**config.mk**
```make
export PLATFORM = sky130hd
export DESIGN_NAME = exotiny_board_ctrl
export DESIGN_NICKNAME = d
export VERILOG_FILES = /design/src/rtl/exotiny_board_pkg.sv /design/src/rtl/exotiny_rst_sync.sv /design/src/rtl/exotiny_board_ctrl.sv
export SDC_FILE = /design/constraint.sdc
export NUM_CORES = 1
export LEC_CHECK = 0
export ABC_AREA = 0
export CAP_MARGIN = 20
export CORE_MARGIN = 2
export CORE_UTILIZATION = 52
export DETAILED_ROUTE_END_ITERATION = 7
export HOLD_SLACK_MARGIN = 0.06
export PLACE_DENSITY = 0.76
export SYNTH_ARGS = -nofsm -noshare
export SYNTH_HDL_FRONTEND = slang
export SYNTH_SLANG_ARGS = --single-unit
```
**constraint.sdc**
```tcl
create_clock -name clk_i -period 3.2 [get_ports clk_i]
set_clock_uncertainty 0.15 [all_clocks]
set_input_delay 0.32 -clock clk_i [delete_from_list [all_inputs] [get_ports clk_i]]
set_output_delay 0.32 -clock clk_i [all_outputs]
set_load 0.02 [all_outputs]
```
**src/rtl/exotiny_board_pkg.sv**
```systemverilog
// Shared types and elaboration helpers for the exotiny board housekeeping logic.
package exotiny_board_pkg;

  typedef enum logic [1:0] {
    GPO_DIRECT = 2'd0,
    GPO_INV    = 2'd1,
    GPO_BLINK  = 2'd2,
    GPO_PWM    = 2'd3
  } gpo_mode_e;

  typedef enum logic [1:0] {
    RESET = 2'd0,
    HOLD  = 2'd1,
    RUN   = 2'd2
  } board_state_e;

  // Cycles to keep the SoC in reset while the QSPI memories power up.
  function automatic int hold_cycles(input int clk_hz, input int us);
    return (clk_hz / 1_000_000) * us;
  endfunction

  // Bits needed to hold max_val, never fewer than one.
  function automatic int cnt_width(input int max_val);
    return (max_val <= 1) ? 1 : $clog2(max_val + 1);
  endfunction

endpackage

```
**src/rtl/exotiny_rst_sync.sv**
```systemverilog
// Two-flop reset synchroniser: asserts asynchronously, releases on the second
// rising clock edge after rst_n goes high.
module exotiny_rst_sync (
  input  logic clk,
  input  logic rst_n,
  output logic rst_sync_n
);

  logic [1:0] sync_q;

  always_ff @(posedge clk or negedge rst_n) begin
    if (!rst_n) begin
      sync_q <= 2'b00;
    end else begin
      sync_q <= {sync_q[0], 1'b1};
    end
  end

  assign rst_sync_n = sync_q[1];

endmodule

```
**src/rtl/exotiny_board_ctrl.sv**
```systemverilog
// Board housekeeping between the FPGA pins and the exotiny SoC: reset
// conditioning with a memory power-up hold, status/activity LEDs and GPO modes.
module exotiny_board_ctrl
  import exotiny_board_pkg::*;
#(
  parameter int CLK_HZ      = 12_000_000,
  parameter int STARTUP_US  = 150,
  parameter int GPOCNT      = 1,
  parameter int PWM_W       = 8,
  parameter int STRETCH_CYC = 1_200_000,
  parameter int BLINK_CYC   = 6_000_000
) (
  input  logic                clk_i,
  input  logic                rst_in,
  output logic                core_rst_no,
  input  logic                mem_cs_ram_ni,
  input  logic                mem_cs_rom_ni,
  input  logic [GPOCNT-1:0]   gpo_i,
  input  logic [2*GPOCNT-1:0] mode_i,
  input  logic [PWM_W-1:0]    duty_i,
  output logic [GPOCNT-1:0]   gpo_o,
  output logic                led_g_no,
  output logic                led_r_no
);

  localparam int HOLD_CYC = hold_cycles(CLK_HZ, STARTUP_US);
  localparam int HOLD_W   = cnt_width((HOLD_CYC > 0) ? HOLD_CYC - 1 : 0);
  localparam int STR_W    = cnt_width(STRETCH_CYC);
  localparam int BLINK_W  = cnt_width((BLINK_CYC > 0) ? BLINK_CYC - 1 : 0);

  localparam logic [HOLD_W-1:0]  HOLD_LAST    = HOLD_W'((HOLD_CYC > 0) ? HOLD_CYC - 1 : 0);
  localparam logic [STR_W-1:0]   STRETCH_LOAD = STR_W'(STRETCH_CYC);
  localparam logic [BLINK_W-1:0] BLINK_LAST   = BLINK_W'((BLINK_CYC > 0) ? BLINK_CYC - 1 : 0);

  logic rst_n;

  exotiny_rst_sync u_rst_sync (
    .clk        (clk_i),
    .rst_n      (rst_in),
    .rst_sync_n (rst_n)
  );

  board_state_e        state_q;
  board_state_e        state_d;
  logic [HOLD_W-1:0]   hold_cnt_q;
  logic                run;
  logic                run_d;

  always_ff @(posedge clk_i or negedge rst_n) begin
    if (!rst_n) begin
      state_q <= RESET;
    end else begin
      state_q <= state_d;
    end
  end

  always_comb begin
    state_d = state_q;
    unique case (state_q)
      RESET: begin
        if (HOLD_CYC == 0) begin
          state_d = RUN;
        end else begin
          state_d = HOLD;
        end
      end
      HOLD: begin
        if (hold_cnt_q == HOLD_LAST) begin
          state_d = RUN;
        end
      end
      RUN:     state_d = RUN;
      default: state_d = RESET;
    endcase
  end

  always_comb begin
    run   = (state_q == RUN);
    run_d = (state_d == RUN);
  end

  // Status outputs follow the next state so they change on the same edge as the FSM.
  always_ff @(posedge clk_i or negedge rst_n) begin
    if (!rst_n) begin
      core_rst_no <= 1'b0;
      led_r_no    <= 1'b0;
    end else begin
      core_rst_no <= run_d;
      led_r_no    <= run_d;
    end
  end

  always_ff @(posedge clk_i or negedge rst_n) begin
    if (!rst_n) begin
      hold_cnt_q <= '0;
    end else if (state_q == HOLD) begin
      hold_cnt_q <= hold_cnt_q + HOLD_W'(1);
    end
  end

  logic             cs_ram_q;
  logic             cs_rom_q;
  logic             cs_fall;
  logic [STR_W-1:0] stretch_q;

  // Previous chip selects idle high outside RUN, so RUN entry never sees a fake edge.
  assign cs_fall = run && ((cs_ram_q && !mem_cs_ram_ni) || (cs_rom_q && !mem_cs_rom_ni));

  always_ff @(posedge clk_i or negedge rst_n) begin
    if (!rst_n) begin
      cs_ram_q  <= 1'b1;
      cs_rom_q  <= 1'b1;
      stretch_q <= '0;
      led_g_no  <= 1'b1;
    end else begin
      if (run) begin
        cs_ram_q <= mem_cs_ram_ni;
        cs_rom_q <= mem_cs_rom_ni;
      end
      if (cs_fall) begin
        stretch_q <= STRETCH_LOAD;
      end else if (stretch_q != '0) begin
        stretch_q <= stretch_q - STR_W'(1);
      end
      led_g_no <= (stretch_q == '0);
    end
  end

  logic [BLINK_W-1:0] blink_cnt_q;
  logic               blink_ph_q;

  always_ff @(posedge clk_i or negedge rst_n) begin
    if (!rst_n) begin
      blink_cnt_q <= '0;
      blink_ph_q  <= 1'b0;
    end else if (run) begin
      if (blink_cnt_q == BLINK_LAST) begin
        blink_cnt_q <= '0;
        blink_ph_q  <= ~blink_ph_q;
      end else begin
        blink_cnt_q <= blink_cnt_q + BLINK_W'(1);
      end
    end
  end

  logic [PWM_W-1:0] pwm_cnt_q;
  logic             pwm_q;

  always_ff @(posedge clk_i or negedge rst_n) begin
    if (!rst_n) begin
      pwm_cnt_q <= '0;
    end else if (run) begin
      pwm_cnt_q <= pwm_cnt_q + PWM_W'(1);
    end
  end

  assign pwm_q = (pwm_cnt_q < duty_i);

  logic [GPOCNT-1:0] gpo_d;

  // Pins are held low outside RUN even for inverted channels.
  always_comb begin
    gpo_d = '0;
    for (int k = 0; k < GPOCNT; k++) begin
      unique case (gpo_mode_e'(mode_i[2*k +: 2]))
        GPO_DIRECT: gpo_d[k] = gpo_i[k];
        GPO_INV:    gpo_d[k] = ~gpo_i[k];
        GPO_BLINK:  gpo_d[k] = gpo_i[k] & blink_ph_q;
        GPO_PWM:    gpo_d[k] = gpo_i[k] & pwm_q;
      endcase
    end
    if (!run) begin
      gpo_d = '0;
    end
  end

  always_ff @(posedge clk_i or negedge rst_n) begin
    if (!rst_n) begin
      gpo_o <= '0;
    end else begin
      gpo_o <= gpo_d;
    end
  end

endmodule
```
# Word level (Yosys, flattened, before mapping)
# Index checks and enable logic that the tools add are counted.
dict set report word_totals {
  inputBits 15
  reg_bits 73
  wordCells 48
  output_inout_bits 4
}
dict set report op_classes {
  n_bitwise 4
  addsub 4
  reduce_logical 12
  magnitude_cmp 1
  muxes 7
  eq_ne 8
}
# operator count
set op_table {}
lappend op_table {{$mux W21} 2}
lappend op_table {{$add A23 B1 Y23 const B} 1}
lappend op_table {{$eq A23 B23 Y1 const B} 1}
lappend op_table {{$mux W23} 1}
lappend op_table {{$logic_not A21 Y1} 1}
lappend op_table {{$reduce_bool A21 Y1} 1}
lappend op_table {{$sub A21 B1 Y21 const B} 1}
lappend op_table {{$add A11 B1 Y11 const B} 1}
lappend op_table {{$eq A11 B11 Y1 const B} 1}
lappend op_table {{$add A8 B1 Y8 const B} 1}
lappend op_table {{$eq A2 B2 Y1 const B} 4}
lappend op_table {{$lt A8 B8 Y1} 1}
lappend op_table {{$pmux W2 S3} 1}
lappend op_table {{$eq A2 B1 Y1 const B} 2}
lappend op_table {{$logic_not A2 Y1} 2}
lappend op_table {{$pmux W1 S4} 1}
lappend op_table {{$logic_and A1 B1 Y1} 3}
lappend op_table {{$and A1 B1 Y1} 2}
lappend op_table {{$logic_not A1 Y1} 2}
lappend op_table {{$mux W2} 1}
lappend op_table {{$not A1 Y1} 2}
lappend op_table {{$reduce_and A2 Y1} 1}
lappend op_table {{$reduce_bool A2 Y1} 1}
lappend op_table {{$logic_or A1 B1 Y1} 1}
lappend op_table {{$mux W1} 1}

# Longest topological paths before layout
dict set report depth {
  word_depth 5
  mapped_depth 7
  mapped_depth_nobuf 7
}

# Cells and area by module
# Synthesis repeated with hierarchy kept, for this count alone.
dict set report hier_totals {
  cells_unflattened 368
  hier_area_um2 3734.8
}
# module area_per_inst_um2 cells_per_inst instances seq_area_each_um2
set modules_own_cells {}
lappend modules_own_cells {exotiny_board_ctrl 3681.0 365 1 1780.5}
lappend modules_own_cells {exotiny_rst_sync 53.8 3 1 50.0}

# Worst setup path after synthesis
# OpenSTA, ideal clock, no wires.
dict set report synth_path {
  kind {flip-flop to flip-flop}
  from {reg stretch_q[17]}
  to {reg stretch_q[9]}
  arrival_ns 1.759
  path_buffers 1
  path_stages_with_launch 7
  t_required_ns 2.924
  synth_period_minus_slack_ns 2.034
  setup_time_ns 0.126
  setup_slack_ns 1.166
  path_cell_list {dfrtp_1 or4_4 or2_0 buf_6 o31ai_4 xor2_1 nand2_1}
}
dict set report synth_via {
  elab_chain_cells 2
}
# item line
set synth_rtl {}
lappend synth_rtl {{from (decl)} exotiny_board_ctrl.sv:104} ;# logic [STR_W-1:0] stretch_q;
lappend synth_rtl {{from (signal assigned)} exotiny_board_ctrl.sv:123} ;# stretch_q <= stretch_q - STR_W'(1);
lappend synth_rtl {{$reduce_bool A21 Y1} exotiny_board_ctrl.sv:122} ;# end else if (stretch_q != '0) begin
lappend synth_rtl {{$reduce_bool A2 Y1 (no line)} --}
# No other way between the ends.
# A chain may end at the register's enable or synchronous reset.

# Worst setup path in the final report
dict set report layout_path {
  from {reg blink_cnt_q[0]}
  to {reg blink_cnt_q[14]}
}
dict set report layout_via {
  elab_chain_cells 2
  word_cells_on_any_way 3
  cone_classes {1 x add/sub; 1 x eq/ne; 1 x mux}
}
# item line
set layout_rtl {}
lappend layout_rtl {{from (decl)} exotiny_board_ctrl.sv:129} ;# logic [BLINK_W-1:0] blink_cnt_q;
lappend layout_rtl {{from (signal assigned)} exotiny_board_ctrl.sv:141} ;# blink_cnt_q <= blink_cnt_q + BLINK_W'(1);
lappend layout_rtl {{$add A23 B1 Y23 / $eq A23 B23 Y1 (equally long branches)} {exotiny_board_ctrl.sv:141, exotiny_board_ctrl.sv:137}}
lappend layout_rtl {{$mux W23 (*)} exotiny_board_ctrl.sv:137} ;# if (blink_cnt_q == BLINK_LAST) begin
# Every way passes the cells marked *; elsewhere a longest branch is shown, timed or not.

==> results.sh <==
export IMPL_antenna_found_initial=0
export IMPL_gp_congestion=0.798
export IMPL_grt_usage=0.189
export IMPL_timing_rr_end="blink_cnt_q[14]"
export IMPL_setup_slack_ns=0.901
export IMPL_post_route_drc_count=0
export IMPL_path_buf_inv=0
export IMPL_synth_area_per_cell_sq_um=10.1
export IMPL_nFillCells=552
export IMPL_core_sq_um=6790
export IMPL_io_pins=19
export IMPL_instances_no_fill=488
export IMPL_vias_per_cell=5.40
export IMPL_path_max_fanout=6
export IMPL_grt_max_degree=39
export IMPL_routedWlPerCell_microns=13.5
export IMPL_critPathArrivalTime_ns=2.43
export IMPL_drive_gt1_frac=0.0867
export IMPL_synth_area_sq_um=3660
export IMPL_dp_slack_ns=0.844
export IMPL_synth_edf_count=0
export IMPL_dr_pass1_iters=5
export IMPL_crit_family="simple AND/OR/NAND/NOR gates"
export IMPL_top_layer_used="met4"
export IMPL_htree_levels=3
export IMPL_min_period_ns=2.30
export IMPL_cts_root_buf="clkbuf_8"
export IMPL_wl_microns=6570
export IMPL_place_hpwl_microns=4650
export IMPL_max_slew_margin=0.456
export IMPL_period_share=0.719
export IMPL_die_h_microns=88.0
export IMPL_crit_path_top_delay_cell="nor4_2"
export IMPL_dpl_cell_area_sq_um=3950
export IMPL_clock_tree_buffer_depth=2
export IMPL_ctsHoldBuffers=1
export IMPL_rsz0062_at_grt="false"
export IMPL_portBuffers=18
export IMPL_final_common_cell="dfrtp_1"
export IMPL_setup_viol=0
export IMPL_diodes=0
export IMPL_synth_fp_nets=388
export IMPL_wl_met1_microns=3010
export IMPL_ys_ff_latch=73
export IMPL_p_leak_nw=1.75
export IMPL_ant_nets=0
export IMPL_worstMarginPinSlew_ns=0.808
export IMPL_final_cell_mix="dfrtp_1 (69), nand2_1 (44), nor2_1 (31)"
export IMPL_first_iter_violations=120
export IMPL_synth_top_cell_area_share=0.478
export IMPL_yosysSeqAreaShare=0.499
export IMPL_hold_class="reg -> async"
export IMPL_final_design_area_no_fill_sq_um=4210
export IMPL_start_kind="flop"
export IMPL_synth_distinct_cells=59
export IMPL_synthCells=362
export IMPL_ctsResizeCount=0
export IMPL_ir_drop_mv=0.186
export IMPL_grt_overflow=0
export IMPL_grt_first_pass_wirelength_microns=11500
export IMPL_yosys_area_top_type="dfrtp_1"
export IMPL_clk_pin_slew_worst_paths_ns=0.08
export IMPL_clock_latency_ns=0.35
export IMPL_p_per_area_nw_per_um2=444
export IMPL_dr_wl_met3_microns=317
export IMPL_dpl_cell_count=471
export IMPL_yosys_warnings=0
export IMPL_cp_end_kind="flop"
export IMPL_crit_type="reg -> reg"
export IMPL_max_freq_mhz=435
export IMPL_rr_worst_depth=6
export IMPL_r2r_start="blink_cnt_q[0]"
export IMPL_clkSinkCount=73
export IMPL_required_ns=3.33
export IMPL_route_met2_wl_microns=3160
export IMPL_die_area_sq_um=7740
export IMPL_synth_area_leaders="dfrtp_1 (48%), xor2_1 (5.7%), xnor2_1 (5.5%), nand2_1 (4.5%), ha_1 (3.8%)"
export IMPL_initial_core_util=0.539
export IMPL_cts_tree="done"
export IMPL_hold_viol=0
export IMPL_postCtsSetupRepairBufs=0
export IMPL_path_cells="ha_1 -> nand4_1 -> nor4_2 -> nor2b_1 -> and3_1 -> xor2_1"
export IMPL_numCtsBuffers=9
export IMPL_r2r_slack_ns=0.90
export IMPL_synthFlopType="dfrtp_1"
export IMPL_vias=2635
export IMPL_slew_viol_final=0
export IMPL_outcome="completed"
export IMPL_grt_pass1_vias=2602
export IMPL_maxCapViolations=0
export IMPL_rows=30
export IMPL_async_flop_share=1.00
export IMPL_die_w_microns=88.0
export IMPL_synthToLayoutAreaGrowth_pct=14.9
export IMPL_tns_ns=0
export IMPL_slowest_delay_ns=0.62
export IMPL_nNetsFinal=413
-- sequential cells by signal (all words and copies together), names as in the netlist --
name,count
cs_ram_q,1
u_rst_sync.sync_q,2
pwm_cnt_q,8
gpo_o,1
blink_ph_q,1
stretch_q,21
led_g_no,1
hold_cnt_q,11
led_r_no,1
cs_rom_q,1
state_q,2
blink_cnt_q,23
-- how the worst max path moves through the flow --
| stage | startpoint | end | slack [ns] | depth (start not counted) |
|---|---|---|---|---|
| finish | blink_cnt_q[0] | blink_cnt_q[14] | 0.90 | 6 |
| global placement | duty_i[1] | gpo_o | 0.94 | 7 |
| global route | stretch_q[0] | stretch_q[2] | 0.68 | 7 |
| detailed placement | duty_i[1] | gpo_o | 0.84 | 7 |
| CTS | blink_cnt_q[0] | blink_cnt_q[14] | 0.92 | 6 |
| floorplan | u_rst_sync.sync_q[1] | blink_cnt_q[0] | 0.87 | 0 |
-- metal layers --
metal	vias to the layer above	global-route usage
li1	1307	-
met1	1261	0.251
met2	59	0.302
met3	8	0.0509
met4	0	0.0587
met5	-	0
-- synth_stat cells (2+ instances only) --
cell type / count
nor3_1: 12
xnor2_1: 23
or4_1: 2
nand3_1: 19
nor4b_1: 3
o21ai_0: 11
nand4_1: 9
xor2_1: 24
dfrtp_1: 70
nor4_2: 2
and3_1: 8
ha_1: 11
nand2b_1: 2
or3_2: 2
o22ai_1: 2
nor2_1: 31
or3_1: 4
nor2b_1: 7
inv_1: 14
nand3b_1: 2
dfstp_2: 3
o31ai_1: 2
nand2_1: 44
mux2i_1: 2
clkbuf_1: 4
o21bai_1: 2
nor4_1: 7
a21oi_1: 9
-- logic make-up after synthesis --
family,share of synthesized area
AO/OA/AOI/OAI,0.0751
XOR/XNOR,0.112
adder cells (fa/ha/maj),0.0376
buffers and inverters,0.0273
flip-flops,0.499
multiplexers,0.00854
other,0.00102
AND/OR/NAND/NOR,0.239
-- report_power, final --
part	switching (mW)	internal, mW	total [mW]
Combinational	0.0176	0.0229	0.0406
Clock	0.333	0.562	0.895
Sequential	0.00827	0.923	0.932
Total	0.359	1.51	1.87
-- worst reg2reg max path: stages, from the launching register on --
cell and delay [ns]:
dfrtp_1 0.40, ha_1 0.21, nand4_1 0.25, nor4_2 0.62, nor2b_1 0.28, and3_1 0.20
xor2_1 0.14
-- cell type report --
| class | count | area [sq um] | area share |
|---|---|---|---|
| Timing Repair Buffer | 21 | 218 | 0.0517 |
| Clock buffer | 12 | 155 | 0.0368 |
| Multi-Input combinational cell | 268 | 1730 | 0.412 |
| Sequential cell | 73 | 1830 | 0.435 |
| Inverter | 14 | 52.6 | 0.0125 |
| Clock inverter | 4 | 98.8 | 0.0235 |
| Tap cell | 96 | 120 | 0.0285 |
-- metrics by stage --
stage | total power [mW] | hold WS, ns | util
global route | 1.94 | 0.227 | 0.620
detailed placement | 0.991 | 0.193 | 0.581
global placement | 0.990 | 0.189 | 0.581
finish | 1.87 | 0.185 | 0.620
floorplan | 0.962 | -0.126 | -
CTS | 1.89 | 0.215 | 0.620
Power figures use the tool's default switching activity.
